<file path="config.mk">
export PLATFORM = sky130hd
export DESIGN_NAME = xalu_req_fifo
export DESIGN_NICKNAME = d
export VERILOG_FILES = /design/src/rtl/xalu_req_fifo.sv
export SDC_FILE = /design/constraint.sdc
export NUM_CORES = 2
export LEC_CHECK = 0
export CAP_MARGIN = 20
export CORE_ASPECT_RATIO = 0.75
export CORE_MARGIN = 2
export CORE_UTILIZATION = 55
export CTS_BUF_LIST = sky130_fd_sc_hd__clkbuf_8
export DETAILED_ROUTE_END_ITERATION = 8
export HOLD_SLACK_MARGIN = 0.06
export PLACE_DENSITY = 0.69
export SETUP_SLACK_MARGIN = 0.1
export SYNTH_ARGS = -nofsm -noshare
export SYNTH_HDL_FRONTEND = slang
export SYNTH_MEMORY_MAX_BITS = 65536
export SYNTH_SLANG_ARGS = --single-unit
</file>
<file path="constraint.sdc">
create_clock -name gclk -period 16 [get_ports gclk]
set_input_delay 1.6 -clock gclk [delete_from_list [all_inputs] [get_ports gclk]]
set_output_delay 1.6 -clock gclk [all_outputs]
set_load 0.1 [all_outputs]
</file>
<file path="src/rtl/xalu_req_fifo.sv">
// xalu_req_fifo: request queue in front of the complex-ALU (MUL/DIV) units.
// It stores IU requests {tid, op1, op2, mode}. Each field gets even parity
// on enqueue, and the parity is checked on dequeue. Replayed requests are
// dropped. op2zero is computed ahead of time for divide-by-zero. The queue
// reports occupancy, almost-full and a sticky overflow flag.
//
// Handshake: the input side has no back-pressure. A request is taken when
// in_valid & ~in_replay & ~full. If the same request arrives while full, it
// is dropped and ovf_sticky is set. The output side is first-word-fall-through:
// out_valid means out_* shows the head entry, and a transfer happens in any
// cycle where out_valid & out_ready are both high. out_ready while empty is
// ignored.
module xalu_req_fifo #(
    parameter int DATA_W   = 32,
    parameter int TID_W    = 6,
    parameter int MODE_W   = 3,
    parameter int DEPTH    = 64,
    parameter int AFULL_TH = 56
) (
    input  logic                     gclk,
    input  logic                     rst,
    input  logic                     in_valid,
    input  logic                     in_replay,
    input  logic [TID_W-1:0]         in_tid,
    input  logic [DATA_W-1:0]        in_op1,
    input  logic [DATA_W-1:0]        in_op2,
    input  logic [MODE_W-1:0]        in_mode,
    input  logic [2:0]               inj_err,
    output logic                     full,
    output logic                     afull,
    output logic [$clog2(DEPTH):0]   count,
    output logic                     out_valid,
    input  logic                     out_ready,
    output logic [TID_W-1:0]         out_tid,
    output logic [DATA_W-1:0]        out_op1,
    output logic [DATA_W-1:0]        out_op2,
    output logic [MODE_W-1:0]        out_mode,
    output logic                     out_op2zero,
    output logic [2:0]               perr,
    output logic                     perr_sticky,
    output logic                     ovf_sticky
);

    localparam int AW = $clog2(DEPTH);
    localparam int CW = AW + 1;

    // Pointers carry an extra wrap bit. Equal pointers mean empty. Equal low
    // bits with different wrap bits mean full.
    logic [CW-1:0] head_q, head_d;
    logic [CW-1:0] tail_q, tail_d;
    logic [CW-1:0] count_q, count_d;
    logic          full_q, full_d;
    logic          afull_q, afull_d;
    logic          perr_sticky_q, perr_sticky_d;
    logic          ovf_sticky_q, ovf_sticky_d;

    // Storage has no reset; the pointers alone decide which entries are valid.
    logic [TID_W-1:0]  mem_tid  [DEPTH];
    logic [DATA_W-1:0] mem_op1  [DEPTH];
    logic [DATA_W-1:0] mem_op2  [DEPTH];
    logic [MODE_W-1:0] mem_mode [DEPTH];
    logic              mem_zero [DEPTH];
    logic [2:0]        mem_par  [DEPTH];

    logic          empty;
    logic          enq;
    logic          deq;
    logic          ovf;
    logic [AW-1:0] head_idx;
    logic [AW-1:0] tail_idx;
    logic [2:0]    wr_par;
    logic [2:0]    rd_par;

    assign head_idx = head_q[AW-1:0];
    assign tail_idx = tail_q[AW-1:0];
    assign empty    = (head_q == tail_q);

    assign enq = in_valid & ~in_replay & ~full_q;
    assign ovf = in_valid & ~in_replay &  full_q;
    assign deq = ~empty & out_ready;

    // Parity in {misc, op2, op1} order. inj_err flips the stored bits so the
    // check path can be tested.
    assign wr_par = {^{in_tid, in_mode}, ^in_op2, ^in_op1} ^ inj_err;

    // Compute pointer, occupancy and flag next-state from the accepted
    // enqueue and dequeue.
    always_comb begin
        head_d        = head_q;
        tail_d        = tail_q;
        count_d       = count_q;
        perr_sticky_d = perr_sticky_q | (|perr);
        ovf_sticky_d  = ovf_sticky_q | ovf;
        if (enq) begin
            tail_d = tail_q + CW'(1);
        end
        if (deq) begin
            head_d = head_q + CW'(1);
        end
        case ({enq, deq})
            2'b10:   count_d = count_q + CW'(1);
            2'b01:   count_d = count_q - CW'(1);
            default: count_d = count_q;
        endcase
        full_d  = (tail_d[AW-1:0] == head_d[AW-1:0]) && (tail_d[AW] != head_d[AW]);
        afull_d = (count_d >= CW'(AFULL_TH));
    end

    // Register the control state, with synchronous reset.
    always_ff @(posedge gclk) begin
        if (rst) begin
            head_q        <= '0;
            tail_q        <= '0;
            count_q       <= '0;
            full_q        <= 1'b0;
            afull_q       <= 1'b0;
            perr_sticky_q <= 1'b0;
            ovf_sticky_q  <= 1'b0;
        end else begin
            head_q        <= head_d;
            tail_q        <= tail_d;
            count_q       <= count_d;
            full_q        <= full_d;
            afull_q       <= afull_d;
            perr_sticky_q <= perr_sticky_d;
            ovf_sticky_q  <= ovf_sticky_d;
        end
    end

    // Write the accepted request into the tail slot.
    always_ff @(posedge gclk) begin
        if (enq) begin
            mem_tid[tail_idx]  <= in_tid;
            mem_op1[tail_idx]  <= in_op1;
            mem_op2[tail_idx]  <= in_op2;
            mem_mode[tail_idx] <= in_mode;
            mem_zero[tail_idx] <= (in_op2 == '0);
            mem_par[tail_idx]  <= wr_par;
        end
    end

    // Read the head slot combinationally and check parity only on a dequeue.
    always_comb begin
        rd_par = {^{mem_tid[head_idx], mem_mode[head_idx]},
                  ^mem_op2[head_idx], ^mem_op1[head_idx]};
        perr   = deq ? (mem_par[head_idx] ^ rd_par) : 3'b000;
    end

    assign out_valid   = ~empty;
    assign out_tid     = mem_tid[head_idx];
    assign out_op1     = mem_op1[head_idx];
    assign out_op2     = mem_op2[head_idx];
    assign out_mode    = mem_mode[head_idx];
    assign out_op2zero = mem_zero[head_idx];

    assign count       = count_q;
    assign full        = full_q;
    assign afull       = afull_q;
    assign perr_sticky = perr_sticky_q;
    assign ovf_sticky  = ovf_sticky_q;

endmodule

</file>
==> key figures <==
Floorplanning
  – Core Area: 0.349 mm2
  – Die Area: 0.355 mm2
  – Die Ht: 516 um
  – Site row count: 188
  – Initial core utilization: 0.551
  – # IOs: 170
  – Die width: 687 um

Detailed routing
  – Wirelength, routed: 592 mm
  – Vias per inst: 7.00
  – Initial DRC Count: 18.7k
  – Final ANT Viol Nets: 1
  – DRC violations left: 0
  – DR pass1 iterations: 6
  – Routed WL per cell: 41.6 um
  – Total vias in the final route: 99.7k

Clocking
  – Htree depth: 6
  – CTS tree: yes
  – CTS Sinks: 4953
  – TritonCTS Buffers: 726
  – Post-CTS sizing: 0
  – Clk_lat worst skew: 1.22 ns
  – Post-CTS setup buffers: 0
  – CTS Hold Bufs: 0
  – Reg clk slew, reported paths: 0.06 ns
  – Clk root buf: clkbuf_8
  – Clock Path Buffers: 4

Setup path
  – CP Launch Type: flop
  – Cells along the critical path: buf_12 -> buf_4 -> mux4_2 -> mux2i_1 -> o22ai_1 -> nor2_1 -> nand3_1 -> xor2_1 -> xnor2_1 -> xnor3_1 -> xnor2_1 -> xnor3_1 -> and2_1 -> clkdlybuf4s50_1
  – Worst path required time: 14.40 ns
  – R2R Setup Slk: 8.50 ns
  – CP Capture Type: output port
  – Slowest Stage Delay on Critical Path: 1.21 ns
  – Critical R2R Launch: head_q[0]
  – CP top delay family: buffers and inverters
  – Arrival @ worst endpoint: 9.22 ns
  – Crit Path Class: flop to output port
  – Crit-path max FO: 99
  – Worst Path Buf+Inv: 3
  – Worst r2r path cells: 14
  – Crit-path slowest cell: clkdlybuf4s50_1
  – Reg2reg end: perr_sticky

Synth
  – Synth area leader: edfxtp_1
  – Post-synth top area share: 0.769
  – Count leader, synth: edfxtp_1
  – Yosys warning total: 0
  – Post-synth EDFFs: 4928
  – Asr flop ratio synth: 0
  – Post-synth top flop: edfxtp_1
  – Seq/Total Area, Yosys: 0.772
  – Mapped cell area: 0.192 mm2
  – Synthesized area per cell: 23.4 um2
  – Synthesized Nets: 8313
  – Top cells by count, synth: 4928 x edfxtp_1, 1125 x mux4_2, 257 x mux2i_1
  – Synth unique cells: 69
  – FF+latch count, synth: 4953
  – Synth area leaders: edfxtp_1 77%, mux4_2 13%, mux4_1 2.5%, mux2i_1 1.3%, xnor2_1 0.50%
  – Syn Inst Count: 8211

Run status
  – Failing checks: antenna violations
  – Outcome: complete, but fails checks

GRT
  – Met1 usage: 0.482
  – Largest net degree at the start of global routing: 141
  – First-pass GRT wire length: 801 mm
  – Initial antenna violation count: 30
  – Total grt overflow: 0
  – Most used routing layer: met2
  – GRT Overall Usage: 0.333
  – Met2 usage: 0.485
  – Vias in the first global route: 96.3k
  – GR Layer Usage met3: 0.100

Timing
  – RSZ-0062 raised after global routing: false
  – Period utilization: 0.676
  – Slew @ Worst Pin: 1.22 ns
  – Final setup TNS: 0 ns
  – Slew HR: 0.190
  – Setup violations, final: 0
  – Max Freq: 92.5 MHz
  – Final hold vios: 0
  – Max Slew Vio Count: 0
  – Fin crit period: 10.82 ns
  – Clock skew: 0.141 ns

Job
  – Number of max-cap violations: 0

Layout
  – Util after Layout: 0.610
  – Area Growth Syn to Fin: 10.7%
  – Share of cells above drive strength 1: 0.264
  – Multi-input gate area: 0.0409 mm2
  – Register Area: 0.149 mm2
  – Final Cell Area: 0.213 mm2
  – FILL cells: 23.7k
  – Final #Nets: 9132

Hold path
  – Worst Hold End: ovf_sticky
  – Hold Path Stages: 2
  – Min-delay src: ovf_sticky
  – Hold Path Class: flop to flop

Placement
  – Placement-stage cell area: 0.200 mm2
  – Placed wire-length estimate: 312 mm
  – PortBufs: 169
  – RePlAce Congestion: 0.873

Pwr
  – Maximum vdd drop: 143 uV
  – PD cells: 128 mW/mm2
  – Leak pwr: 0.0662 uW
==> kinds of logic after synthesis <==
family | after synthesis | share of synthesized area
adder cells (fa/ha/maj) | 21 | 0.00137
XOR/XNOR | 152 | 0.00786
flip-flops | 4953 | 0.772
multiplexers | 1577 | 0.171
AND/OR/NAND/NOR | 525 | 0.0120
buffers and inverters | 485 | 0.0185
AO/OA/AOI/OAI | 498 | 0.0180
==> worst register-to-register path: cells and delay by family, from the launching register on <==
family	cells	cell delay (ns)
XOR/XNOR	5	2.27
buffers and inverters	2	1.67
multiplexers	2	1.28
flip-flops	1	0.78
AND/OR/NAND/NOR	3	0.78
AO/OA/AOI/OAI	2	0.61
==> registers in the layout, summed over array words and instances (netlist names) <==
signal       flops
mem_op1       2048
mem_op2       2048
mem_tid        384
mem_mode       192
mem_par        192
mem_zero        64
count            7
head_q           7
tail_q           7
afull            1
full             1
ovf_sticky       1
perr_sticky      1
==> layout make-up <==
cell class | instances | share of cell area
diodes | 15 | 0.000176
clock buffers | 742 | 0.0480
clock inverters | 517 | 0.0117
inverters | 44 | 0.000864
multi-input cells | 2773 | 0.192
flip-flops and latches | 4953 | 0.697
well taps | 4655 | 0.0273
repair buffers | 532 | 0.0226
==> worst max-delay path by stage <==
stage	end	from	depth (start not counted)	slack [ns]
final	perr[1]	head_q[0]	14	5.18
after global routing	perr[1]	head_q[0]	14	5.10
after CTS	perr[1]	head_q[0]	14	5.26
after detailed placement	perr[1]	head_q[0]	14	6.47
after global placement	perr[1]	head_q[0]	14	6.47
after floorplan	mem_mode[15][0]	in_replay	6	4.80
==> where the power goes <==
part | switching [uW] | leakage, uW | internal [uW]
logic | 2050 | 0.0144 | 1370
clock network | 4830 | 0.00736 | 4450
registers | 24.6 | 0.0445 | 14500
total | 6900 | 0.0662 | 20300
==> per-stage QoR <==
| stage | power [uW] | cells | setup WS [ns] | hold WS [ns] |
|---|---|---|---|---|
| after floorplan | 17200 | 8211 | 4.80 | 0.541 |
| after global placement | 18100 | 12925 | 6.47 | 0.448 |
| after detailed placement | 18200 | 12943 | 6.47 | 0.462 |
| after CTS | 27200 | 14202 | 5.26 | 0.475 |
| after global routing | 27900 | 14221 | 5.10 | 0.517 |
| final | 27200 | 14231 | 5.18 | 0.466 |
==> metal layers <==
layer  share of wire  vias to the layer above
met5         0.00016                        -
met1            0.36                    52544
li1                -                    36922
met3            0.16                     1461
met2            0.44                     8722
met4           0.046                       14
==> layout by cell type (no fill, tap or decap), drive strengths merged, types with 8 or more instances in the layout <==
cell	n
inv	303
o21ai	73
nor2b	12
mux2i	257
nor3	12
nand3	61
xnor2	113
bufinv	9
nand4	11
o22ai	19
a211oi	39
xor2	28
xnor3	11
clkdlybuf4s50	87
nand2b	8
ha	21
a31oi	25
a221o	11
or3	11
and2	30
edfxtp	4928
diode	15
clkinvlp	15
nand2	220
a221oi	51
mux2	15
a21oi	82
buf	445
clkinv	234
o211ai	19
a22oi	115
and3	8
dfxtp	25
o221ai	14
a22o	9
nor2	139
clkbuf	742
mux4	1305
No activity file was read; power rests on OpenSTA's default activity.
